**src/rtl/cordic_angle_pkg.sv**
```systemverilog
// Shared angle constants, datapath widths and the CORDIC arctangent ROM for the
// vectoring-mode angle estimator.
package cordic_angle_pkg;

  typedef logic signed [19:0] xy_t;
  typedef logic signed [18:0] z_t;
  typedef logic signed [19:0] ang_t;

  // Angles in rad*32768; TWO_PI is exactly 4*HP so quadrant wrap is lossless.
  localparam ang_t HP       = 20'sd51472;
  localparam ang_t PI       = 20'sd102944;
  localparam ang_t THREE_HP = 20'sd154416;
  localparam ang_t TWO_PI   = 20'sd205888;
  localparam z_t   Z_MAX    = 19'sd51471;

  function automatic z_t atan_rom(input logic [3:0] idx);
    z_t r;
    case (idx)
      4'd0:    r = 19'sd25736;
      4'd1:    r = 19'sd15193;
      4'd2:    r = 19'sd8027;
      4'd3:    r = 19'sd4075;
      4'd4:    r = 19'sd2045;
      4'd5:    r = 19'sd1024;
      4'd6:    r = 19'sd512;
      4'd7:    r = 19'sd256;
      4'd8:    r = 19'sd128;
      4'd9:    r = 19'sd64;
      4'd10:   r = 19'sd32;
      4'd11:   r = 19'sd16;
      4'd12:   r = 19'sd8;
      4'd13:   r = 19'sd4;
      4'd14:   r = 19'sd2;
      default: r = 19'sd1;
    endcase
    return r;
  endfunction

  function automatic ang_t quad_base(input logic [1:0] q);
    ang_t r;
    case (q)
      2'd0:    r = '0;
      2'd1:    r = HP;
      2'd2:    r = PI;
      default: r = THREE_HP;
    endcase
    return r;
  endfunction

endpackage

```
**src/rtl/cordic_vector_core.sv**
```systemverilog
// Quadrant pre-rotation plus iterative vectoring CORDIC; z_out holds the clamped
// in-quadrant angle once done has been seen.
module cordic_vector_core
  import cordic_angle_pkg::*;
#(
  parameter int ITER = 16
) (
  input  logic               clk,
  input  logic               rst,
  input  logic               start,
  input  logic signed [15:0] cx_in,
  input  logic signed [15:0] cy_in,
  output logic               done,
  output logic [1:0]         quad,
  output logic [15:0]        z_out
);

  localparam logic [3:0] LAST = 4'(ITER - 1);

  xy_t        x_q, x_d, y_q, y_d;
  xy_t        cx_w, cy_w, x_sh, y_sh;
  z_t         z_q, z_d;
  logic [3:0] i_q, i_d;
  logic       busy_q, busy_d;
  logic       zero_q, zero_d;
  logic [1:0] quad_q, quad_d;
  logic       x_pos, y_pos, is_zero;

  function automatic logic [15:0] clamp_z(input z_t z);
    logic [15:0] r;
    if (z[18])          r = '0;
    else if (z > Z_MAX) r = 16'(Z_MAX);
    else                r = 16'(z);
    return r;
  endfunction

  always_comb begin
    x_d    = x_q;
    y_d    = y_q;
    z_d    = z_q;
    i_d    = i_q;
    busy_d = busy_q;
    zero_d = zero_q;
    quad_d = quad_q;
    // Widen before negating so -32768 maps to +32768 without wrapping.
    cx_w    = $signed({{4{cx_in[15]}}, cx_in});
    cy_w    = $signed({{4{cy_in[15]}}, cy_in});
    x_sh    = x_q >>> i_q;
    y_sh    = y_q >>> i_q;
    x_pos   = !cx_in[15] && (cx_in != 16'sd0);
    y_pos   = !cy_in[15] && (cy_in != 16'sd0);
    is_zero = (cx_in == 16'sd0) && (cy_in == 16'sd0);

    if (start) begin
      z_d    = '0;
      i_d    = '0;
      busy_d = 1'b1;
      zero_d = is_zero;
      if (is_zero) begin
        quad_d = 2'd0; x_d = '0;    y_d = '0;
      end else if (x_pos && !cy_in[15]) begin
        quad_d = 2'd0; x_d = cx_w;  y_d = cy_w;
      end else if (!x_pos && y_pos) begin
        quad_d = 2'd1; x_d = cy_w;  y_d = -cx_w;
      end else if (cx_in[15] && !y_pos) begin
        quad_d = 2'd2; x_d = -cx_w; y_d = -cy_w;
      end else begin
        quad_d = 2'd3; x_d = -cy_w; y_d = cx_w;
      end
    end else if (busy_q) begin
      if (!y_q[19]) begin
        x_d = x_q + y_sh;
        y_d = y_q - x_sh;
        z_d = z_q + atan_rom(i_q);
      end else begin
        x_d = x_q - y_sh;
        y_d = y_q + x_sh;
        z_d = z_q - atan_rom(i_q);
      end
      if (i_q == LAST) busy_d = 1'b0;
      else             i_d    = i_q + 4'd1;
    end
  end

  always_ff @(posedge clk or posedge rst) begin
    if (rst) begin
      x_q    <= '0;
      y_q    <= '0;
      z_q    <= '0;
      i_q    <= '0;
      busy_q <= 1'b0;
      zero_q <= 1'b0;
      quad_q <= '0;
    end else begin
      x_q    <= x_d;
      y_q    <= y_d;
      z_q    <= z_d;
      i_q    <= i_d;
      busy_q <= busy_d;
      zero_q <= zero_d;
      quad_q <= quad_d;
    end
  end

  // The zero vector would otherwise accumulate every atan entry.
  assign done  = busy_q && (i_q == LAST);
  assign quad  = quad_q;
  assign z_out = zero_q ? 16'd0 : clamp_z(z_q);

endmodule

```
**src/rtl/cordic_angle_calc_kf.sv**
```systemverilog
// Full-circle vector angle via CORDIC, smoothed by a fixed-gain Kalman filter and
// reported as quadrant plus in-quadrant offset with a one-cycle valid strobe.
module cordic_angle_calc_kf
  import cordic_angle_pkg::*;
#(
  parameter int ITER    = 16,
  parameter int KF_GAIN = 8192
) (
  input  logic               clk,
  input  logic               rst,
  input  logic signed [15:0] cx_in,
  input  logic signed [15:0] cy_in,
  output logic signed [16:0] theta_1st_quad,
  output logic [1:0]         quadrant,
  output logic               angle_valid
);

  localparam logic [2:0] ST_LOAD = 3'd0;
  localparam logic [2:0] ST_ITER = 3'd1;
  localparam logic [2:0] ST_MEAS = 3'd2;
  localparam logic [2:0] ST_UPD  = 3'd3;
  localparam logic [2:0] ST_OUT  = 3'd4;

  localparam logic signed [39:0] K_S = 40'(KF_GAIN);

  logic [2:0]         state_q, state_d;
  ang_t               est_q, est_d, meas_q, meas_d, dlt_q, dlt_d;
  ang_t               meas_now, est_n;
  logic               first_q, first_d;
  logic signed [16:0] theta_q, theta_d;
  logic [1:0]         quad_q, quad_d, q_n;
  logic               valid_q, valid_d;
  logic               core_done;
  logic [1:0]         core_quad;
  logic [15:0]        core_z;

  function automatic ang_t wrap_innov(input ang_t d);
    ang_t r;
    if (d > PI)        r = d - TWO_PI;
    else if (d <= -PI) r = d + TWO_PI;
    else               r = d;
    return r;
  endfunction

  function automatic ang_t wrap_angle(input ang_t a);
    ang_t r;
    if (a >= TWO_PI) r = a - TWO_PI;
    else if (a[19])  r = a + TWO_PI;
    else             r = a;
    return r;
  endfunction

  // Arithmetic shift floors toward -inf, matching the filter's reference rounding.
  function automatic ang_t kf_delta(input ang_t d);
    logic signed [39:0] d_ext, prod;
    d_ext = $signed({{20{d[19]}}, d});
    prod  = d_ext * K_S;
    return ang_t'(prod >>> 15);
  endfunction

  cordic_vector_core #(.ITER(ITER)) u_core (
    .clk   (clk),
    .rst   (rst),
    .start (state_q == ST_LOAD),
    .cx_in (cx_in),
    .cy_in (cy_in),
    .done  (core_done),
    .quad  (core_quad),
    .z_out (core_z)
  );

  always_comb begin
    state_d  = state_q;
    est_d    = est_q;
    first_d  = first_q;
    meas_d   = meas_q;
    dlt_d    = dlt_q;
    theta_d  = theta_q;
    quad_d   = quad_q;
    valid_d  = 1'b0;
    meas_now = quad_base(core_quad) + $signed({4'b0000, core_z});
    est_n    = first_q ? meas_q : wrap_angle(est_q + kf_delta(dlt_q));
    if (est_n >= THREE_HP) q_n = 2'd3;
    else if (est_n >= PI)  q_n = 2'd2;
    else if (est_n >= HP)  q_n = 2'd1;
    else                   q_n = 2'd0;

    case (state_q)
      ST_LOAD: state_d = ST_ITER;
      ST_ITER: if (core_done) state_d = ST_MEAS;
      ST_MEAS: begin
        meas_d  = meas_now;
        dlt_d   = wrap_innov(meas_now - est_q);
        state_d = ST_UPD;
      end
      ST_UPD: begin
        est_d   = est_n;
        first_d = 1'b0;
        quad_d  = q_n;
        theta_d = 17'(est_n - quad_base(q_n));
        valid_d = 1'b1;
        state_d = ST_OUT;
      end
      ST_OUT:  state_d = ST_LOAD;
      default: state_d = ST_LOAD;
    endcase
  end

  always_ff @(posedge clk or posedge rst) begin
    if (rst) begin
      state_q <= ST_LOAD;
      est_q   <= '0;
      first_q <= 1'b1;
      meas_q  <= '0;
      dlt_q   <= '0;
      theta_q <= '0;
      quad_q  <= '0;
      valid_q <= 1'b0;
    end else begin
      state_q <= state_d;
      est_q   <= est_d;
      first_q <= first_d;
      meas_q  <= meas_d;
      dlt_q   <= dlt_d;
      theta_q <= theta_d;
      quad_q  <= quad_d;
      valid_q <= valid_d;
    end
  end

  assign theta_1st_quad = theta_q;
  assign quadrant       = quad_q;
  assign angle_valid    = valid_q;

endmodule

```
**config.mk**
```make
export PLATFORM = sky130hd
export DESIGN_NAME = cordic_angle_calc_kf
export DESIGN_NICKNAME = d
export VERILOG_FILES = /design/src/rtl/cordic_angle_pkg.sv /design/src/rtl/cordic_vector_core.sv /design/src/rtl/cordic_angle_calc_kf.sv
export SDC_FILE = /design/constraint.sdc
export NUM_CORES = 1
export LEC_CHECK = 0
export BUFFER_PORTS_ARGS = -buffer_cell sky130_fd_sc_hd__buf_2
export CORE_UTILIZATION = 30
export CTS_CLUSTER_DIAMETER = 150
export DETAILED_ROUTE_END_ITERATION = 16
export GPL_TIMING_DRIVEN = 0
export PLACE_DENSITY_LB_ADDON = 0.1
export SKIP_CTS_REPAIR_TIMING = 1
export SLEW_MARGIN = 20
export SYNTH_ARGS = -nofsm -noshare
export SYNTH_HDL_FRONTEND = slang
export SYNTH_HIERARCHICAL = 1
export SYNTH_SLANG_ARGS = --single-unit
```
**constraint.sdc**
```tcl
create_clock -name clk -period 6.8 [get_ports clk]
set_input_delay 1.02 -clock clk [delete_from_list [all_inputs] [get_ports clk]]
set_output_delay 1.02 -clock clk [all_outputs]
set_load 0.005 [all_outputs]
```
# --- Yosys cells after proc, flatten, opt, wreduce, memory -nomap -nowiden ---
# Memory sizes are Yosys's and may differ from the RTL's.
# Cells that the tools add are included.
word_totals:
  wordCells: 123
  romBits: 480
  reg_bits: 151
  mem_count: 2
  out_inout_bits: 20
  input_bits: 34
op_classes:
  n_addsub: 17
  n_reduce_logical: 20
  muxes: 50
  n_shift: 2
  eq_ne: 10
  magnitude_cmp: 7
mem_list:
  columns: ["name", "words", "word_bits", "read_ports", "rd_clocked_by_memory_dff", "wr", "line_no", "source"]
  rows:
  - ["(no name shown)", 16, 15, 1, 0, 0, "cordic_angle_pkg.sv:18", "case (idx)"]
  - ["(no name shown)", 16, 15, 1, 0, 0, "cordic_angle_pkg.sv:18", null]
ops:
  columns: ["cell", "count"]
  rows:
  - ["$mux W20", 19]
  - ["$mux W19", 9]
  - ["$sub A20 B20 Y20", 3]
  - ["$pmux W18 S3", 1]
  - ["$pmux W17 S3", 1]
  - ["$mux W16", 3]
  - ["$add A20 B19 Y20 const B", 2]
  - ["$add A20 B20 Y20", 2]
  - ["$ge A20 B19 Y1 const B", 2]
  - ["$neg A16 Y20", 2]
  - ["$sshr A20 B4 Y20", 2]
  - ["$sub A20 B19 Y20 const B", 2]
  - ["$logic_not A16 Y1", 2]
  - ["$reduce_bool A16 Y1", 2]
  - ["$add A20 B17 Y20", 1]
  - ["$add A20 B18 Y20", 1]
  - ["$ge A20 B17 Y1 const B", 1]
  - ["$ge A20 B18 Y1 const B", 1]
  - ["$gt A20 B18 Y1 const B", 1]
  - ["$le A20 B18 Y1 const B", 1]
  - ["$add A19 B19 Y19", 1]
  - ["$gt A19 B17 Y1 const B", 1]
  - ["$sub A19 B19 Y19", 1]
  - ["$mux W17", 1]
  - ["other kinds (20)", 44]

# --- Longest topological paths before layout ---
logic_depth:
  word_depth: 13
  ltp_mapped: 33
  depth_no_buf: 32

# --- Cells and area by module ---
# Netlist, hierarchy kept.
by_module_without_submodules:
  columns: ["module", "seq_area_each_um2", "instances", "cells_per_inst", "area_per_inst_um2"]
  rows:
  - ["cordic_vector_core", 1676.6, 1, 1463, 11074.4]
  - ["cordic_angle_calc_kf", 1928.1, 1, 992, 8072.7]

# --- Least setup slack after synthesis ---
# OpenSTA, ideal clock, no wires.
synth_timing:
  path_kind: "register to register"
  startpoint: "reg est_q[0]"
  endpoint: "reg theta_q[15] (netlist: theta_1st_quad[15])"
  period_less_slack_ns: 6.424
  arrival_time_ns: 6.289
  setup_ns: 0.135
  path_buffers: 1
  stages_incl_launch_ff: 31
  required_time_ns: 6.665
  setup_slack_ns: 0.376
  path_cell_list: "dfrtp_1 ha_1 inv_1 fa_1 nand2b_1 a21oi_1 nor2_1 xor2_1 inv_1 ha_1 nand4b_1 nor4_1 o21ai_0 a211oi_1 or4b_1 a311o_1 a31o_1 o21a_1 a32oi_2 and2_1 buf_2 inv_1 ha_1 nor2b_1 nor4_1 and2_1 o2111a_1 o221ai_2 a31oi_1 mux2i_1 o311ai_1"
synth_between:
  word_cells_on_any_way: 19
  cone_classes: "add/sub (4); order compare (4); eq/ne (2); mux (8); reduce/logical (1)"
synth_lines:
  columns: ["element", "line_no", "source"]
  rows:
  - ["start: declaration", "cordic_angle_calc_kf.sv:27", "ang_t est_q, est_d, meas_q, meas_d, dlt_q, dlt_d;"]
  - ["start signal: assignment", "cordic_angle_calc_kf.sv:121", "est_q <= est_d;"]
  - ["$add A20 B18 Y20 (*)", "cordic_angle_calc_kf.sv:82", "est_n = first_q ? meas_q : wrap_angle(est_q + kf_delta(dlt_q));"]
  - ["$add A20 B19 Y20", "cordic_angle_calc_kf.sv:48", "else if (a[19]) r = a + TWO_PI;"]
  - ["$mux W20", "cordic_angle_calc_kf.sv:48", null]
  - ["$mux W20 (*)", "cordic_angle_calc_kf.sv:47", "if (a >= TWO_PI) r = a - TWO_PI;"]
  - ["$mux W20 (*)", "cordic_angle_calc_kf.sv:82", null]
  - ["$ge A20 B18 Y1", "cordic_angle_calc_kf.sv:84", "else if (est_n >= PI) q_n = 2'd2;"]
  - ["$mux W2", "cordic_angle_calc_kf.sv:84", null]
  - ["$mux W2 (*)", "cordic_angle_calc_kf.sv:83", "if (est_n >= THREE_HP) q_n = 2'd3;"]
  - ["via q_n[1]", "cordic_angle_calc_kf.sv:31", "logic [1:0] quad_q, quad_d, q_n;"]
  - ["$eq A2 B2 Y1, or another cell as far along", "cordic_angle_pkg.sv:41", "case (q)"]
  - ["$pmux W17 S3 (*)", "cordic_angle_pkg.sv:41", null]
  - ["$mux W17 (*)", "cordic_angle_calc_kf.sv:88", "case (state_q)"]
  - ["$sub A17 B17 Y17 (*)", "cordic_angle_calc_kf.sv:100", "theta_d = 17'(est_n - quad_base(q_n));"]
  - ["end signal: assignment", "cordic_angle_calc_kf.sv:125", "theta_q <= theta_d;"]
  - ["end: declaration", "cordic_angle_calc_kf.sv:30", "logic signed [16:0] theta_q, theta_d;"]
# The timed path passes the listed nets; every way through them passes the cells marked *. The select of a mux whose other input is x is not followed.
# A chain may end at the register's enable or synchronous reset.

# --- Final worst setup path ---
layout_timing:
  startpoint: "reg dlt_q[2]"
  endpoint: "reg theta_q[15] (netlist: theta_1st_quad[15])"
layout_between:
  word_cells_on_any_way: 19
  cone_classes: "add/sub (4); order compare (4); eq/ne (2); mux (8); reduce/logical (1)"
layout_lines:
  columns: ["element", "line_no", "source"]
  rows:
  - ["start: declaration", "cordic_angle_calc_kf.sv:27", null]
  - ["start signal: assignment", "cordic_angle_calc_kf.sv:124", "dlt_q <= dlt_d;"]
  - ["$add A20 B18 Y20 (*)", "cordic_angle_calc_kf.sv:82", null]
  - ["$add A20 B19 Y20", "cordic_angle_calc_kf.sv:48", null]
  - ["$mux W20", "cordic_angle_calc_kf.sv:48", null]
  - ["$mux W20 (*)", "cordic_angle_calc_kf.sv:47", null]
  - ["$mux W20 (*)", "cordic_angle_calc_kf.sv:82", null]
  - ["$ge A20 B18 Y1", "cordic_angle_calc_kf.sv:84", null]
  - ["$mux W2", "cordic_angle_calc_kf.sv:84", null]
  - ["$mux W2 (*)", "cordic_angle_calc_kf.sv:83", null]
  - ["via q_n[1]", "cordic_angle_calc_kf.sv:31", null]
  - ["$eq A2 B2 Y1, or another cell as far along", "cordic_angle_pkg.sv:41", null]
  - ["$pmux W17 S3 (*)", "cordic_angle_pkg.sv:41", null]
  - ["$mux W17 (*)", "cordic_angle_calc_kf.sv:88", null]
  - ["$sub A17 B17 Y17 (*)", "cordic_angle_calc_kf.sv:100", null]
# Marked as above.

==> metrics.cfg <==
[detailed_routing]
vias = 19936
detail_route.wl_per_cell_um = 23.6
wl_met3_um = 4880
met2WireLength_um = 34900
drc = 0
viasPerCell = 5.83
wl_met1_um = 39100
wirelength_um = 80800
first_pass_iters = 5
highest_layer = met4
ant_nets = 0
drtIter0Drc = 1883

[sta]
period_share = 0.977
max_freq_mhz = 150
worstMarginPinSlew_ns = 1.07
slew_headroom = 0.285
setup_viol = 0
slew_violations = 0
rsz0062_at_grt = yes
fin_skew_ns = 0.0188
hold_viol = 0
min_period_ns = 6.65
fin_hold_ws_ns = 0.473

[die]
coreArea_um2 = 63100
io_pins = 54
die_area_um2 = 64800
die_w_um = 255
start_util = 0.304
fp-row-count = 92
die_h_um = 255

[status]
status = complete, no violations

[worst_setup_path]
crit_fanout = 4
path_class = register to register
setup.worst_path.end_class = register
start_kind = register
max_stage_delay_ns = 0.45
critical_path_required_ns = 7.17
worst_path_max_delay_cell = or4b_1
arrival_ns = 7.02

[global_routing]
track_usage = 0.247
grt_pass1_wl_um = 120000
grt_max_degree = 43
grt_pass1_vias = 18716
grt-ovfl-total = 0
antenna_found_initial = 1

[clocking]
clk_latency_ns = 0.49
cts_tree = yes
cts_sinks = 144
cts_made_buffers = 17
path_clk_slew_ns = 0.09
htreeDepth = 4
clockBufferDepth = 2
root_buffer = clkbuf_16

[yosys]
yosys.area_share.adder = 0.0974
netlist_instances = 2455
synth_edf_count = 0
synth_top_area_share = 0.187
synth_top_cell_by_area = dfrtp_1
synth_top_family_by_area = compound AO/OA/AOI/OAI gates
async_flop_share = 1.00
synth.avg_cell_area_um2 = 7.80
synthMuxAreaShare = 0.0965
seq_area_frac_synth = 0.188
synth-simple-area-share = 0.199
synthFlopType = dfrtp_1
synth-xor-area-share = 0.0703
yosysWarningCount = 6
yosys_register_bits = 144
synth_nets = 2632
ys_types = 115
yosys-top-cells-area = dfrtp_1, ha_1, a21oi_1, o21ai_0, xnor2_1
synth_compound_area_frac = 0.295
synth_area_um2 = 19100

[final_layout]
nFillCells = 6766
drive_above_1_share = 0.154
syn_to_final_growth_pct = 15.9
final_common_cell = nand2_1
final_cell_mix = nand2_1, a21oi_1, nor2_1
final_nets = 2737

[job]
cap_viol_max_count = 0

[min_path]
hp-class = register to register

[placed_design]
globalplace.congestion = 0.940
port_buffers = 47
dp_hpwl_um = 63900

## path summary, 6_finish.rpt
check / cells past startpoint / slack (ns) / startpoint / endpoint
setup / recovery: 31 / 0.15 / dlt_q[2]$_DFFE_PP0P_ / theta_1st_quad[15]$_DFFE_PP0P_
hold / removal: 2 / 0.47 / theta_1st_quad[5]$_DFFE_PP0P_ / theta_1st_quad[5]$_DFFE_PP0P_
setup reg to reg: 31 / 0.15 / dlt_q[2]$_DFFE_PP0P_ / theta_1st_quad[15]$_DFFE_PP0P_
hold reg to reg: 2 / 0.47 / theta_1st_quad[5]$_DFFE_PP0P_ / theta_1st_quad[5]$_DFFE_PP0P_
max in group asynchronous: 3 / 5.58 / rst / est_q[17]$_DFFE_PP0P_
min in group asynchronous: 2 / 0.57 / rst / u_core/z_q[0]$_DFFE_PP0P_
## synthesized netlist by cell type, types with 40 or more instances
cell / instances
a211oi_1: 40
ha_1: 136
xnor2_1: 99
nor3_1: 74
mux2i_1: 83
nand2_1: 220
inv_1: 109
a21oi_1: 196
o21ai_0: 176
dfrtp_1: 143
xor2_1: 51
nand3_1: 72
nor2_1: 184
clkbuf_1: 89
o22ai_1: 42
## flip-flops by register name, indices dropped and copies added (netlist names), 2 cells and up
signal / cells
est_q: 20
dlt_q: 18
u_core/y_q: 20
quadrant: 2
meas_q: 19
u_core/i_q: 4
u_core/quad: 2
u_core/x_q: 20
state_q: 3
u_core/z_q: 19
theta_1st_quad: 13
## metrics by stage
stage / TNS (ns) / utilization / std cells / setup WS [ns] / cell area (µm²)
4_1_cts: -23.71 / 0.335 / 3383 / -1.64 / 21100
2_1_floorplan: 0 / - / 2455 / 0.376 / 19100
6_report: 0 / 0.352 / 3420 / 0.153 / 22200
3_3_place_gp: -22.75 / 0.324 / 3348 / -1.58 / 20400
5_1_grt: -0.411 / 0.352 / 3419 / -0.163 / 22200
3_5_place_dp: -22.44 / 0.325 / 3351 / -1.63 / 20500
## per-layer routing
layer,vias up,global-route usage
li1,9373,-
met1,9837,0.362
met2,644,0.369
met3,82,0.0381
met4,0,0.0737
met5,-,0
## worst max-delay path, delay by kind of cell (launching register included)
family | cells | cell delay (ns)
AOI/OAI and AO/OA | 11 | 2.18
xor gates and xnor gates | 1 | 0.17
and+or+nand+nor | 9 | 2.04
muxes | 1 | 0.19
DFF | 1 | 0.40
adders and majority gates | 4 | 0.95
buffers and inverters | 5 | 0.57
## logic make-up (layout without fill, tap and decap cells)
kind of cell	after synthesis	count (layout)
XOR/XNOR	152	152
buffers and inverters	251	369
AND/OR/NAND/NOR	784	784
other	0	1
AO/OA/AOI/OAI	833	833
multiplexers	146	146
adder cells (fa/ha/maj)	145	145
flip-flops	144	144
## area by class of cell
cell class              count  area (µm²)  share of cell area
well taps                 846        1060              0.0477
plain buffers             136         621              0.0280
inverters                 111         422              0.0190
clock inverters            15         185             0.00835
flip-flops and latches    144        3610               0.163
multi-input cells        2060       15200               0.687
repair buffers             90         608              0.0274
diodes                      1        2.50            0.000113
clock buffers              17         425              0.0192
Power is left out: the tool's default activity adds up to more than one toggle a clock period on the data nets, which glitch-free logic cannot reach.
